[config.mk]
export PLATFORM = sky130hd
export DESIGN_NAME = alu64_serial_unit
export DESIGN_NICKNAME = d
export VERILOG_FILES = /design/src/rtl/alu64_serial_unit.sv
export SDC_FILE = /design/constraint.sdc
export NUM_CORES = 1
export LEC_CHECK = 0
export ABC_CLOCK_PERIOD_IN_PS = 9000
export BUFFER_PORTS_ARGS = -buffer_cell sky130_fd_sc_hd__buf_2
export CAP_MARGIN = 20
export CORE_ASPECT_RATIO = 0.75
export CORE_UTILIZATION = 59
export DETAILED_ROUTE_END_ITERATION = 7
export GPL_TIMING_DRIVEN = 0
export PLACE_DENSITY = 0.86
export SLEW_MARGIN = 10
export SYNTH_ARGS = -nofsm -noshare
export SYNTH_HDL_FRONTEND = slang
export SYNTH_SLANG_ARGS = --single-unit
[constraint.sdc]
create_clock -name clk -period 9 [get_ports clk]
set_clock_uncertainty 0.2 [all_clocks]
set_input_delay 2.7 -clock clk [delete_from_list [all_inputs] [get_ports clk]]
set_output_delay 2.7 -clock clk [all_outputs]
set_load 0.02 [all_outputs]
[src/rtl/alu64_serial_unit.sv]
// Chunk-serial 64-bit ALU: NOR / XOR / ADD / SUB computed CHUNK_W bits per cycle,
// LSB chunk first. It uses a valid/ready handshake on both the request and the result side.
module alu64_serial_unit #(
    parameter int CHUNK_W = 8
) (
    input  logic        clk,
    input  logic        rst,
    input  logic        in_valid,
    output logic        in_ready,
    input  logic [63:0] a,
    input  logic [63:0] b,
    input  logic        cin,
    input  logic [1:0]  op,
    output logic        out_valid,
    input  logic        out_ready,
    output logic [63:0] s,
    output logic        cout
);

    localparam int NCHUNK = 64 / CHUNK_W;
    localparam int CW     = (NCHUNK > 1) ? $clog2(NCHUNK) : 1;
    localparam logic [CW-1:0] LAST = CW'(NCHUNK - 1);

    localparam logic [1:0] IDLE = 2'd0;
    localparam logic [1:0] BUSY = 2'd1;
    localparam logic [1:0] DONE = 2'd2;

    localparam logic [1:0] OP_NOR = 2'b00;
    localparam logic [1:0] OP_XOR = 2'b01;
    localparam logic [1:0] OP_SUB = 2'b11;

    logic [1:0]         state;
    logic [CW-1:0]      cnt;
    logic [63:0]        a_r;
    logic [63:0]        b_r;
    logic               cin_r;
    logic [1:0]         op_r;
    logic               carry_r;
    logic [63:0]        s_r;
    logic               cout_r;

    logic [5:0]         base;
    logic [CHUNK_W-1:0] a_ch;
    logic [CHUNK_W-1:0] b_ch;
    logic               carry_in;
    logic [CHUNK_W:0]   sum;
    logic [CHUNK_W-1:0] res_ch;

    // One chunk of the datapath; the first chunk takes its carry from the latched cin
    always_comb begin
        base     = 6'(cnt) * 6'(CHUNK_W);
        a_ch     = a_r[base +: CHUNK_W];
        b_ch     = (op_r == OP_SUB) ? ~b_r[base +: CHUNK_W] : b_r[base +: CHUNK_W];
        carry_in = (cnt == '0) ? (op_r[1] & cin_r) : carry_r;
        sum      = {1'b0, a_ch} + {1'b0, b_ch} + (CHUNK_W + 1)'(carry_in);
        case (op_r)
            OP_NOR:  res_ch = ~(a_ch | b_ch);
            OP_XOR:  res_ch = a_ch ^ b_ch;
            default: res_ch = sum[CHUNK_W-1:0];
        endcase
    end

    always_ff @(posedge clk) begin
        if (rst) begin
            state   <= IDLE;
            cnt     <= '0;
            a_r     <= '0;
            b_r     <= '0;
            cin_r   <= 1'b0;
            op_r    <= 2'b00;
            carry_r <= 1'b0;
            s_r     <= '0;
            cout_r  <= 1'b0;
        end else begin
            case (state)
                IDLE: begin
                    if (in_valid) begin
                        a_r     <= a;
                        b_r     <= b;
                        cin_r   <= cin;
                        op_r    <= op;
                        cnt     <= '0;
                        carry_r <= 1'b0;
                        s_r     <= '0;
                        state   <= BUSY;
                    end
                end
                BUSY: begin
                    s_r[base +: CHUNK_W] <= res_ch;
                    carry_r              <= op_r[1] & sum[CHUNK_W];
                    if (cnt == LAST) begin
                        cout_r <= op_r[1] & sum[CHUNK_W];
                        state  <= DONE;
                    end else begin
                        cnt <= cnt + 1'b1;
                    end
                end
                DONE: begin
                    if (out_ready) begin
                        state <= IDLE;
                    end
                end
                default: state <= IDLE;
            endcase
        end
    end

    assign in_ready  = (state == IDLE);
    assign out_valid = (state == DONE);
    assign s         = s_r;
    assign cout      = cout_r;

endmodule

==> impl_summary.md, run 1 <==
Synthesis
The count of flip-flops with a built-in enable after synthesis is 0. The count of yosys warnings during synthesis is 0. The share of synthesized area occupied by flip-flops and latches is between 40 and 50%. Counting every net in the synthesized netlist gives 1223.

The number of library cell types mapped by synthesis is between 50 and 60. In this run, synthesis produced a sequential element count of about 200. The average footprint of a synthesized cell is roughly 8.6 um^2.

The synthesized cell area is 0.00917 mm^2. The async set or reset register ratio after synthesis is 0%. For this run, the leading register cell type out of synthesis is dfxtp_1. Synthesis produced a netlist whose cell count is 1064.

CTS
For this design, the sink count on the clock tree is 202. After clock tree synthesis, the setup repair step added 0 buffers. The cell sitting at the root of the clock tree is a clkbuf_16. In this run the number of H-tree levels came out at 1. The post-CTS clock slew at the launch and capture registers of the worst setup and hold paths is approximately 0.06 ns. The clock latency reported for the late side of the worst-skew pair is between 0.4 and 0.5 ns.

TritonCTS built the clock tree. In this run, post-CTS hold repair placed 0 buffers. The number of resized instances in the post-cts repair step is 0. TritonCTS created 19 clock buffers. The maximum root-to-sink buffer count is 3.

STA
Headroom to the max-slew limit came out at approximately a quarter. Setup violations remaining at the end of the flow were counted as 0. Setup repair after global routing left no endpoint under its margin. In the finished design, the share of the clock period the worst path needs comes to 52.0%. At the pin with the least slew margin, the transition time is between 1 and 1.5 ns. The max-slew violation count is 0. The setup total negative slack is 0 ns. The final hold violation count is 0. The achievable clock frequency is around 210 MHz. The shortest clock period the worst path allows after layout is 4.68 ns.

Drt
Dividing the detail-routed via count by the number of cells gives 5.66. The routed length per instance is between 15 and 20 um. The number of nets with antenna violations after routing is 0. The detailed router placed ~8500 vias in this run. The number of iterations in the first detailed-routing pass is 5. The number of remaining DRC errors is 0.

The total wirelength of the detailed-routed design is roughly 26 mm. For this block, the initial DRC count from the detailed router was between 600 and 700.

Critical path
The arrival time at the worst endpoint is ~4.8 ns. The signal on the critical path passes through buf_6 -> clkbuf_1 -> inv_1 -> ha_1 -> ha_1 -> clkbuf_1 -> nand3_1 -> o21ai_0 -> fa_1 -> fa_1 -> a211oi_1 -> nor2_1 -> o311ai_2 -> o21ai_1. The endpoint required time on the critical path is between 9 and 10 ns.

The master of the slowest instance on the critical path is o311ai_2. The kind of critical path is register to register. The startpoint type of the worst setup path is a register.

The largest stage delay on the critical path is slightly below 0.7 ns. Along the worst path, the maximum fanout reaches 10. The kind of end point of the critical path is a register.

Cells and area
After the last flow step, the layout net total stands at between 1000 and 1500. The share of post-route cells with drive strength above 1 is approximately 25%. For this run, the number of standard cells in the final layout without fillers is 1500. The library cell used most frequently in the layout, excluding fill and tap cells, is nand2_1. 0 antenna diodes ended up in the layout. The top cell types in the final layout, fill and taps aside, are 314 x nand2_1, 227 x buf_2, 202 x dfxtp_1. The layout has roughly 1200 filler cells.

From synthesis to final layout, the design area changed by 20.2%.

Place
The final estimated routing congestion in global placement is ~0.89. The total half-perimeter wirelength after legalization and detailed placement is roughly 19 mm. Port buffering added 200 buffers.

Including well taps, the total number of placed cells is 1469.

Global route
The number of global-route vias before repair is 7628. The remaining global-route overflow is 0. The global-route wire length before repair is ~39 mm. In the global route stage, met2 resource usage came out at 48.6%. The initial antenna violation count was 0. Global routing consumed, on the met3 layer, under 10% of the routing resources. The met1 usage is between 40% and 50%.

Entering global routing, the biggest net connects 15 pins. The busiest layer in global routing is met2. Global routing used 31.6% of the available tracks.

Pwr
In this run the static leakage power is approximately 4.6 nW. For this design the ratio of total power to cell area is roughly 190 mW/mm^2. Across the VDD grid, the largest voltage drop is 0.113 mV.

Floorplan
The die is 110 um tall. The die is approximately 150 um wide. After floorplanning, the core was divided into 39 placement rows. Pin placement for this block handled between 200 and 250 I/O pins. The die covers 0.0161 mm^2. The core region is roughly 0.015 mm^2. The starting density of the core is ~60%.

Min path
The worst hold path belongs to the class register to register.

Job
Max-cap violations in this run came to 0.

Outcome
The run finished with clean final reports.
## final timing paths
kind | slack (ns) | to | cells after the start | from
setup / recovery | 4.32 | s[46] | 14 | cnt[1]
hold / removal | 0.25 | a_r[9] | 2 | a_r[9]
setup reg to reg | 4.32 | s[46] | 14 | cnt[1]
hold reg to reg | 0.25 | a_r[9] | 2 | a_r[9]
## worst max-delay path: cells and delay by family (launching register included)
kind	cells	cell delay (ns)
AOI/OAI and AO/OA	4	1.28
and+or+nand+nor	2	0.31
buffers and inverters	4	1.05
DFF	1	0.38
adders and majority gates	4	1.31
## cell usage after synthesis, types with 6 or more instances
cell / count / share of area [%]
and2_1: 12 / 0.82
nand3_1: 18 / 0.98
o31ai_1: 8 / 0.65
clkbuf_1: 42 / 1.7
buf_2: 27 / 1.5
nand2_1: 314 / 13
xor2_1: 9 / 0.86
mux4_2: 30 / 7.4
a21oi_1: 151 / 8.2
nor3_1: 6 / 0.33
dfxtp_1: 202 / 44
o21ai_0: 6 / 0.33
inv_1: 19 / 0.78
ha_1: 22 / 3.0
a22oi_1: 37 / 3.0
o21ai_1: 10 / 0.55
mux2i_1: 17 / 1.9
buf_6: 7 / 0.86
nor2_1: 51 / 2.1
nand3b_1: 7 / 0.57
a32oi_1: 6 / 0.57
## power by group
group	internal, W	switching, W	leakage [nW]
clock	0.000457	0.000325	0.294
combinational	0.000118	0.000202	2.70
sequential	0.000934	0.0000229	1.65
total	0.00151	0.000550	4.64
## area by class of cell
type	instances	area, um^2	area share, %
clock buffers	29	563	5.11
well taps	205	256	2.33
inverters	21	78.8	0.715
repair buffers	200	1000	9.08
multi-input cells	761	4660	42.2
flip-flops and latches	202	4040	36.7
plain buffers	80	394	3.57
clock inverters	2	35.0	0.318
## logic make-up after synthesis
logic type / Yosys count / synth area share (%)
mux: 51 / 10.0
compound gates: 242 / 16.3
flops: 202 / 44.1
simple gates: 435 / 20.1
xor+xnor: 9 / 0.859
buf+inv: 101 / 5.16
fa+ha+maj: 24 / 3.44
## sequential cells by signal (all words and copies together) (netlist names)
name	count
op_r	2
b_r	64
cout	1
s	64
cnt	3
state	2
a_r	64
cin_r	1
carry_r	1
## layer usage
layer,up-vias,share of wire (%)
met5,-,0
met4,0,2.3
met3,45,10
met2,446,43
met1,3925,45
li1,4074,-
## metrics by stage
step / instance area (um^2) / util, % / power [W] / setup slack, ns / hold WS, ns
finish: 11000 / 72.4 / 0.00206 / 4.32 / 0.250
global route: 11000 / 72.4 / 0.00214 / 4.06 / 0.269
CTS: 11000 / 72.4 / 0.00206 / 4.36 / 0.252
detailed placement: 10400 / 68.5 / 0.00129 / 4.39 / 0.244
global placement: 10400 / 68.5 / 0.00128 / 4.42 / 0.238
floorplan: 9170 / - / 0.00118 / 4.89 / 0.233
(Power assumes the default switching activity.)
==> run 2: changes to the inputs <==
ABC_CLOCK_PERIOD_IN_PS = 3800   (was 9000)
CORE_UTILIZATION = 49   (was 59)
PLACE_DENSITY = 0.76   (was 0.86)
clock period = 3.8 ns   (was 9 ns; I/O delays follow)
==> impl_summary.md, run 2 (synthesis results as in run 1) <==
Place
The post-place setup slack is -0.869 ns. Routability-driven placement finished with a final weighted congestion of just over 0.9. After detailed placement, the design holds a cell count of approximately 1500.

In this run the cell area measured after placement is 0.0105 mm^2. In this run the tool buffered the top-level ports with 200 buffer cells. Detailed placement finished with a half-perimeter wire length of roughly 19 mm.

Critical path
Of all nets on the critical path, the largest fanout is 8. For the worst setup path, the data required time is around 4 ns. The critical path is of the register to register type. The kind of end point of the critical path is a register.

STA classifies the critical path startpoint as a register. The arrival time at the worst endpoint is between 3 and 4 ns.

Pwr
In this run the static leakage power is roughly 4.9 nW. IR analysis of the VDD net gives a maximum drop of roughly 0.24 mV. Power spread over the standard cell area amounts to roughly 440 mW/mm^2.

Job
The tool flagged a number of max-cap violations equal to 0.

Drt
The detailed router's first-iteration violation count is between 800 and 900. The routed length per instance is 17.5 um. The number of remaining DRC errors is 0. The total vias in the final route is roughly 8600. The number of nets with antenna violations after routing is 0. Using the TritonRoute via totals, the vias-per-cell ratio works out to 5.51. The number of iterations in the first detailed-routing pass is 5. After detailed routing, the total wire length is 27.4 mm.

Cells and area
Once layout is complete, the utilization of the core stands at roughly 64%. In the final layout, the multi-input gates occupy ~0.0048 mm^2. The net total in the final layout is around 1500. The repair_antennas step left the layout with diodes totalling 0. The share of post-route cells with drive strength above 1 is between 20% and 30%. The filler cells instantiated in the layout total roughly 1500. In the layout the commonest cells are 313 x nand2_1, 224 x buf_2, 201 x dfxtp_1. Once layout is done, the placed cells without fillers occupy approximately 0.012 mm^2. The area growth from synthesis to layout is 26.2%. Leaving out filler cells and counting taps, the final layout contains about 1600.

Leaving out fill and tap cells, the most frequent cell in the layout is nand2_1. Summing all flip-flop and latch instances after layout gives 0.00405 mm^2.

Outcome
The flow ran to the end, and the final reports show no timing, DRC or antenna violations.

CTS
TritonCTS built the clock tree. For this design, the sink count on the clock tree is 202. The clock latency reported for the late side of the worst-skew pair is approximately 0.50 ns.

The buffer cell driving the clock tree root is clkbuf_16. The maximum root-to-sink buffer count is 3. The post-CTS clock slew at the launch and capture registers of the worst setup and hold paths is roughly 0.060 ns. The count of H-tree levels built during CTS is 1.

The number of buffers added by the clock tree synthesis step is 20.

Min path
The tightest min-delay check is of the register to register type.

STA
For this run, the top clock speed supported by timing is roughly 270 MHz. The tightest hold path in the finished design has a slack of ~0.25 ns. The final hold violation count is 0.

Headroom to the max-slew limit came out at around 28%. The max-slew violation count is 0. Setup repair after global routing could not meet its margin everywhere.

Setup violations remaining at the end of the flow were counted as 0. The post-layout worst setup margin is around 0.046 ns. Counting I/O delays and the setup requirement, the final critical path takes 3.75 ns.

For the pin with the worst max-slew slack, the measured transition is between 1 and 1.5 ns. The final critical-path share of the clock period is 98.8%.

Floorplan
Once the floorplan was initialized, standard cells occupied between 50% and 60% of the core. Measured along the x axis, the die boundary spans about 160 um. The core area is between 0.015 and 0.02 mm^2. The die covers between 0.015 and 0.02 mm^2. Pin placement for this block handled between 200 and 250 I/O pins. In this run the core area contains between 40 and 50 standard-cell rows.

The die boundary height is approximately 120 um.

Global route
The first global-routing pass estimated about 42 mm of wire. The number of global-route vias before repair is 8010. Entering global routing, the biggest net connects 15 pins.

Global routing used under 10% of the available met3 tracks. The global-route total usage across every layer is between 20% and 30%. Global routing used roughly two fifths of the available met1 tracks. The initial antenna violation count came to 0. Global routing finished with a remaining overflow of 0. For met2 alone, demand over resource in global routing was 41.7%. The busiest layer in global routing is met2.
run 2: changes by cell type in the layout (fill, tap and decap cells not counted), moves of 4 or more:
cell,before,now
clkbuf_16,19,23
clkbuf_1,47,40
buf_12,0,5
buf_4,2,23
run 2: cell type report:
cell class	count	share of cell area, %
multi-input combinational	761	41.4
timing repair buffer	227	11.1
sequential	202	35.0
clock inverter	5	0.432
inverter	21	0.681
clock buffer	29	5.06
tap	242	2.62
buffer	77	3.74
run 2: critical path, stage by stage (launching register included):
cell       delay, ns
dfxtp_4         0.40
buf_12          0.15
buf_12          0.12
mux4_2          0.53
mux2i_4         0.18
xor2_2          0.13
fa_2            0.44
fa_2            0.43
a211oi_4        0.31
nor2_4          0.09
o2111ai_2       0.26
o311ai_4        0.15
buf_12          0.18
o21ai_1         0.12
run 2: worst paths after layout:
kind	depth (start not counted)	slack, ns	startpoint	end
worst max-delay path	13	0.05	cnt[0]	s[46]
worst min-delay path	2	0.25	b_r[56]	b_r[56]
worst max register to register	13	0.05	cnt[0]	s[46]
worst min register to register	2	0.25	b_r[56]	b_r[56]
run 2: timing repair:
| item | CTS | global route |
|---|---|---|
| setup endpoints to repair | 62 | 48 |
| gates resized for setup | 27 | 24 |
| hold endpoints to repair | 0 | 0 |
| gates cloned | 0 | 2 |
| setup buffers | 3 | 22 |
| hold buffers | 0 | 0 |
| pin swaps | 3 | 14 |
run 2: report_power, final:
group,internal (W),switching (W)
registers,0.00221,0.0000548
clock network,0.00113,0.000815
logic,0.000348,0.000522
run 2: metal layers:
metal / share of wire, % / routed length, um
met1: 46 / 12500
met2: 43 / 11700
met3: 9.2 / 2510
met4: 2.4 / 647
met5: 0 / 0
run 2: per-stage QoR:
step | setup TNS (ns) | power (W)
2_1_floorplan | 0 | 0.00279
3_3_place_gp | -27.43 | 0.00304
3_5_place_dp | -34.08 | 0.00307
4_1_cts | 0 | 0.00502
5_1_grt | -0.174 | 0.00527
6_report | 0 | 0.00509
